$ cat src/rtl/run_time_accumulator.sv
// Fan run-time accumulator: counts seconds of fan operation as hh:mm:ss plus a binary total,
// drives a BCD display word and a cleaning reminder, and clears on each toggle from self-clean.
module run_time_accumulator #(
  parameter int CLK_HZ     = 100_000_000,
  parameter int REMIND_SEC = 36_000
) (
  input  logic        clk,
  input  logic        rst,
  input  logic [2:0]  mode_state,
  input  logic        clear_accumulated_time,
  output logic [18:0] total_sec,
  output logic [31:0] time_data,
  output logic        reminder
);

  localparam int              PRE_W     = (CLK_HZ > 1) ? $clog2(CLK_HZ) : 1;
  localparam logic [PRE_W-1:0] PRE_MAX   = PRE_W'(CLK_HZ - 1);
  localparam logic [18:0]      TOTAL_MAX = 19'd359_999;

  logic [PRE_W-1:0] prescaler;
  logic [6:0]       hours;
  logic [5:0]       minutes;
  logic [5:0]       seconds;
  logic             clr_prev;

  logic running;
  logic sec_tick;
  logic clr_event;
  logic saturated;

  // Two BCD digits (tens, units) of a value in 0..99.
  function automatic logic [7:0] bcd2(input logic [6:0] v);
    logic [6:0] tens;
    logic [6:0] units;
    tens  = v / 7'd10;
    units = v % 7'd10;
    return {tens[3:0], units[3:0]};
  endfunction

  // True once the counters have reached 99:59:59; further ticks are ignored.
  function automatic logic at_limit(input logic [6:0] h, input logic [5:0] m,
                                    input logic [5:0] s);
    return (h == 7'd99) && (m == 6'd59) && (s == 6'd59);
  endfunction

  always_comb begin
    running   = (mode_state == 3'b001) || (mode_state == 3'b010) || (mode_state == 3'b011);
    sec_tick  = running && (prescaler == PRE_MAX);
    clr_event = clr_prev ^ clear_accumulated_time;
    saturated = at_limit(hours, minutes, seconds);
  end

  always_ff @(posedge clk or negedge rst) begin
    if (!rst) begin
      clr_prev <= 1'b0;
    end else begin
      clr_prev <= clear_accumulated_time;
    end
  end

  // Prescaler pauses (holds) while not running so partial seconds are not lost.
  always_ff @(posedge clk or negedge rst) begin
    if (!rst) begin
      prescaler <= '0;
    end else if (clr_event) begin
      prescaler <= '0;
    end else if (running) begin
      if (prescaler == PRE_MAX) begin
        prescaler <= '0;
      end else begin
        prescaler <= prescaler + 1'b1;
      end
    end
  end

  // A clear event takes priority over a coincident second tick.
  always_ff @(posedge clk or negedge rst) begin
    if (!rst) begin
      hours     <= '0;
      minutes   <= '0;
      seconds   <= '0;
      total_sec <= '0;
    end else if (clr_event) begin
      hours     <= '0;
      minutes   <= '0;
      seconds   <= '0;
      total_sec <= '0;
    end else if (sec_tick && !saturated) begin
      total_sec <= (total_sec == TOTAL_MAX) ? TOTAL_MAX : total_sec + 19'd1;
      if (seconds == 6'd59) begin
        seconds <= '0;
        if (minutes == 6'd59) begin
          minutes <= '0;
          hours   <= hours + 7'd1;
        end else begin
          minutes <= minutes + 6'd1;
        end
      end else begin
        seconds <= seconds + 6'd1;
      end
    end
  end

  always_comb begin
    time_data = {bcd2(hours), 4'hF, bcd2({1'b0, minutes}), 4'hF, bcd2({1'b0, seconds})};
    reminder  = (32'(total_sec) >= 32'(REMIND_SEC));
  end

endmodule

$ cat config.mk
export PLATFORM = sky130hd
export DESIGN_NAME = run_time_accumulator
export DESIGN_NICKNAME = d
export VERILOG_FILES = /design/src/rtl/run_time_accumulator.sv
export SDC_FILE = /design/constraint.sdc
export NUM_CORES = 1
export LEC_CHECK = 0
export CAP_MARGIN = 10
export CORE_MARGIN = 5
export CORE_UTILIZATION = 52
export CTS_BUF_LIST = sky130_fd_sc_hd__clkbuf_4
export CTS_CLUSTER_DIAMETER = 120
export DETAILED_ROUTE_END_ITERATION = 8
export PLACE_DENSITY = 0.82
export SLEW_MARGIN = 20
export SYNTH_ARGS = -nofsm -noshare
export SYNTH_HDL_FRONTEND = slang
export SYNTH_SLANG_ARGS = --single-unit
$ cat constraint.sdc
create_clock -name clk -period 2.5 [get_ports clk]
set_input_delay 0.25 -clock clk [delete_from_list [all_inputs] [get_ports clk]]
set_output_delay 0.25 -clock clk [all_outputs]
set_load 0.05 [all_outputs]
Word level (Yosys, flattened, before mapping). Index checks and enable logic that the tools add are counted.

Bits of input ports: 6. Logic and storage cells: 57. Register bits after elaboration: 66.

Bitwise logic cells: 1. Magnitude comparators: 1. Add/sub/neg operators: 5. Equality and inequality tests: 8. Mux-type cells: 17. Div/mod/pow operators: 6. Reduce and logical (&&, ||, !) cells: 13.

Operators with widths (number): $mux W27 (3); $mux W19 (3); $mux W6 (7); $mux W7 (4); $add A27 B1 Y27 const B (1); $eq A27 B27 Y1 const B (1); $add A19 B1 Y19 const B (1); $eq A19 B19 Y1 const B (1); $ge A19 B16 Y1 const B (1); $div A6 B4 Y7 const B (2); $mod A6 B4 Y7 const B (2); $add A6 B1 Y6 const B (2); $eq A6 B6 Y1 const B (2); $reduce_bool A2 Y1 (4); $add A7 B1 Y7 const B (1); $div A7 B4 Y7 const B (1); $eq A7 B7 Y1 const B (1); $mod A7 B4 Y7 const B (1); $eq A3 B2 Y1 const B (2); $logic_and A1 B1 Y1 (4); $eq A3 B1 Y1 const B (1); $reduce_and A3 Y1 (1); $logic_or A1 B1 Y1 (2); $reduce_and A2 Y1 (1); 2 further kinds (2).

Logic depth before layout (Yosys ltp).
Word-level depth: 7. Gate-level depth with buffers: 13. Gate-level depth less buffers: 11.

Worst setup path before layout. OpenSTA, ideal clock, no wires.

Kind: flip-flop to output port. Start: reg seconds[5]. End: out time_data[2]. Stages on the path, launching flop included: 13. Arrival time: 4060 ps. Setup slack: -1810 ps. Cells stage by stage: dfrtp_1 -> inv_1 -> clkbuf_1 -> o21ai_0 -> o21ai_0 -> a22o_1 -> xnor2_1 -> ha_1 -> a21boi_0 -> nor3_1 -> a21oi_1 -> a21oi_1 -> mux2i_1.

Longest elaborated chain between the ends: 1.

Ends and longest elaborated chain: from (decl) (RTL line 23) `logic [5:0] seconds;`; from (signal assigned) (RTL line 99) `seconds <= seconds + 6'd1;`; $mod A6 B4 Y7 (RTL line 36) `units = v % 7'd10;`; to (decl) (RTL line 12) `output logic [31:0] time_data,`.

Every way passes these cells.

Worst setup path after layout.
Start: reg seconds[2]. End: out time_data[2].

The elaborated chain is that of the path after synthesis.

==> out/qor.csv <==
metric;value;unit
fp-row-count;34;
layout_min_cycle_time;2990;ps
max_cap_violations;0;
grt_pass1_wl;22.1;mm
power_density;465;mW/mm2
seqPwrFrac;39.3;%
viasPerCell;6.09;
p_switching;0.00104;W
hold_violations;0;
setup_viol;12;
final_common_cell;buf_4;
hold_class;in -> async;
fin_skew;9.10;ps
grt_start_max_net_pins;26;
h-tree-depth;3;
ys_seq_area_share;35.6;%
final_cells;767;
dpl_cell_area;0.00591;mm2
yosysTopAreaCell;dfrtp_1;
ctsLongestPathBuffers;2;
crit_end;time_data[2];
fin_ws;-486;ps
hpwl;9.31;mm
violations;setup timing;
io_pins;58;
yosys.cell_types.count;70;
drcViolationCount;0;
cts.sinks;66;
mostFrequentLayoutCells;65 x buf_4, 64 x dfrtp_1, 58 x nor2_1, 46 x nand2_1, 35 x o21ai_0;
slowest_delay;420;ps
gp_congestion;0.907;
path_clk_slew;110;ps
antenna_found_initial;0;
coreArea;0.00872;mm2
die_h;105;um
rsz0062_at_grt;true;
via_count;4671;
critical_path_class;reg -> out;
cp.arrival;2740;ps
numCtsBuffers;9;
cts_tree;built;
worstPathCellList;o21ai_1 > o21ai_1 > a22o_4 > xnor2_4 > ha_4 > a21boi_4 > nor3_2 > a21oi_2 > a21oi_4 > mux2i_4 > buf_12;
synthTopCellsByArea;dfrtp_1 36%, nor2_1 4.8%, o21ai_0 4.7%;
r2r_slack;100;ps
peakVddDrop;0.485;mV
critical_path_required;2250;ps
final_nets;675;
synth-edff-count;0;
fin_area;0.00634;mm2
status;finished, violations left;
cts_root_buf;clkbuf_4;
slew_violations;0;
dr.pass1.iters;5;
power.internal;0.00191;W
comb_power_share;33.2;%
ys.flop_type;dfrtp_1;
relSlewSlack;61.2;%
switching_share;35.2;%
crit_fanout;4;
r2r-end;total_sec[18];
ys_ff_latch;66;
drive_gt1_share;25.0;%
max_freq;335;MHz
cp_slowest_cell;dfrtp_1;
die_area;0.0109;mm2
ff2ff_path_depth;8;
clock_latency;430;ps
leakage;2.61;nW
dr.first_iter.drc_count;381;
start_util;53.3;%
areaGrowthSynthToFinish;36.4;%
crit_path_end_kind;primary output;
crit_top_cell;o21ai_1;
fin_crit_sh;119;%
drt-wirelength-per-cell;17.0;um
synthArstFlopShare;100;%
regToRegStartpoint;hours[2];
fp.dieW;105;um
start_kind;register;
wl;13.1;mm
ant_nets;0;
p_clk_share;27.5;%
diodes;0;
synth_top_cell_area_share;35.6;%
track_usage;23.8;%
synth_warnings;0;
synth_area;0.00465;mm2
tightest_slew;582;ps
port-buffer-count;47;
crit_start;seconds[2];
grt_pass1_vias;4712;
syn_avg_cell_area;8.30;um2
synthCells;560;
overflow;0;
post-place-cells;737;
[cells by family (layout without fill, tap and decap cells)]
family | after synthesis | after routing | share of synthesized area (%)
xor+xnor | 29 | 29 | 5.47
fa+ha+maj | 16 | 16 | 4.26
mux | 3 | 3 | 0.646
buf+inv | 67 | 158 | 6.60
other cells | 2 | 10 | 0.162
flops | 66 | 66 | 35.6
compound gates | 137 | 137 | 20.0
simple gates | 240 | 240 | 27.4
[area by class of cell]
type,instances,area [um2]
clock buffers,9,67.6
flip-flops and latches,66,1650
clock inverters,7,93.8
inverters,24,95.1
repair buffers,118,1150
fillers,634,2380
well taps,108,135
multi-input cells,435,3140
[repair_timing]
action	in CTS	in global routing
pin swaps	15	19
hold buffers	1	0
endpoints found under the hold margin	23	0
gates resized for setup	15	19
setup endpoints to repair	13	34
setup buffers	10	7
[through the flow]
stage / hold slack, ps / setup TNS [ps] / power, W / setup slack (ps) / utilization [%]
5_1_grt: 397 / -5970 / 0.00308 / -671 / 72.7
3_5_place_dp: 284 / -99.4 / 0.00207 / -59.9 / 67.7
2_1_floorplan: -45.6 / -2710 / 0.00176 / -607 / -
4_1_cts: 357 / -4000 / 0.00288 / -464 / 71.2
3_3_place_gp: 279 / 0 / 0.00204 / 1.48 / 67.7
6_report: 337 / -4380 / 0.00295 / -486 / 72.7
[worst max-delay path: cells and delay by family (launching register included)]
kind	cells	cell delay [ps]
compound gates	6	920
flops	1	420
mux	1	290
simple gates	1	200
fa+ha+maj	1	170
buf+inv	1	160
xor+xnor	1	150
[synth_stat cells, drive strengths merged, types with 3 or more instances]
master  instances
o221a           3
o21ai          44
and4            7
dfrtp          66
and3           10
or4             7
o211ai          4
buf            16
a21boi          3
nand3          34
a211oi          3
o41ai           5
nor4            3
nand2b          4
inv            24
mux2i           3
a21o            3
or2             5
nor2           59
a21oi          20
o31ai          11
nand3b          4
clkbuf         27
nand4          12
nor3           13
a22o            5
or3             6
a31oi           9
a311oi          3
ha             15
nor3b           6
nor2b          10
nand2          49
xnor2          17
xor2           12
[sequential cells by signal, indices dropped and copies added (netlist names)]
name       cells
minutes        6
total_sec     19
prescaler     27
hours          7
clr_prev       1
seconds        6
[power by group through the flow]
| stage | logic [W] | registers, W | clock network, W |
|---|---|---|---|
| CTS | 0.000911 | 0.00116 | 0.000818 |
| detailed placement | 0.000894 | 0.00118 | 0 |
| finish | 0.000978 | 0.00116 | 0.000811 |
| floorplan | 0.000530 | 0.00123 | 0 |
| global route | 0.00105 | 0.00117 | 0.000868 |
| global placement | 0.000871 | 0.00117 | 0 |
[how the worst min path moves through the flow]
stage | startpoint | slack (ps) | depth (start not counted) | end
floorplan | rst | -50 | 0 | clr_prev
global placement | rst | 280 | 1 | total_sec[1]
detailed placement | rst | 280 | 1 | total_sec[0]
CTS | rst | 360 | 2 | total_sec[0]
global route | rst | 400 | 2 | total_sec[0]
finish | rst | 340 | 2 | total_sec[0]
[metal layers]
layer	vias up	routed length (um)	global-route usage, %
li1	2202	-	-
met2	187	6700	41.2
met1	2263	5250	29.9
met3	19	928	4.97
met4	0	180	6.94
met5	-	0	0
No activity file was read; power rests on OpenSTA's default activity.
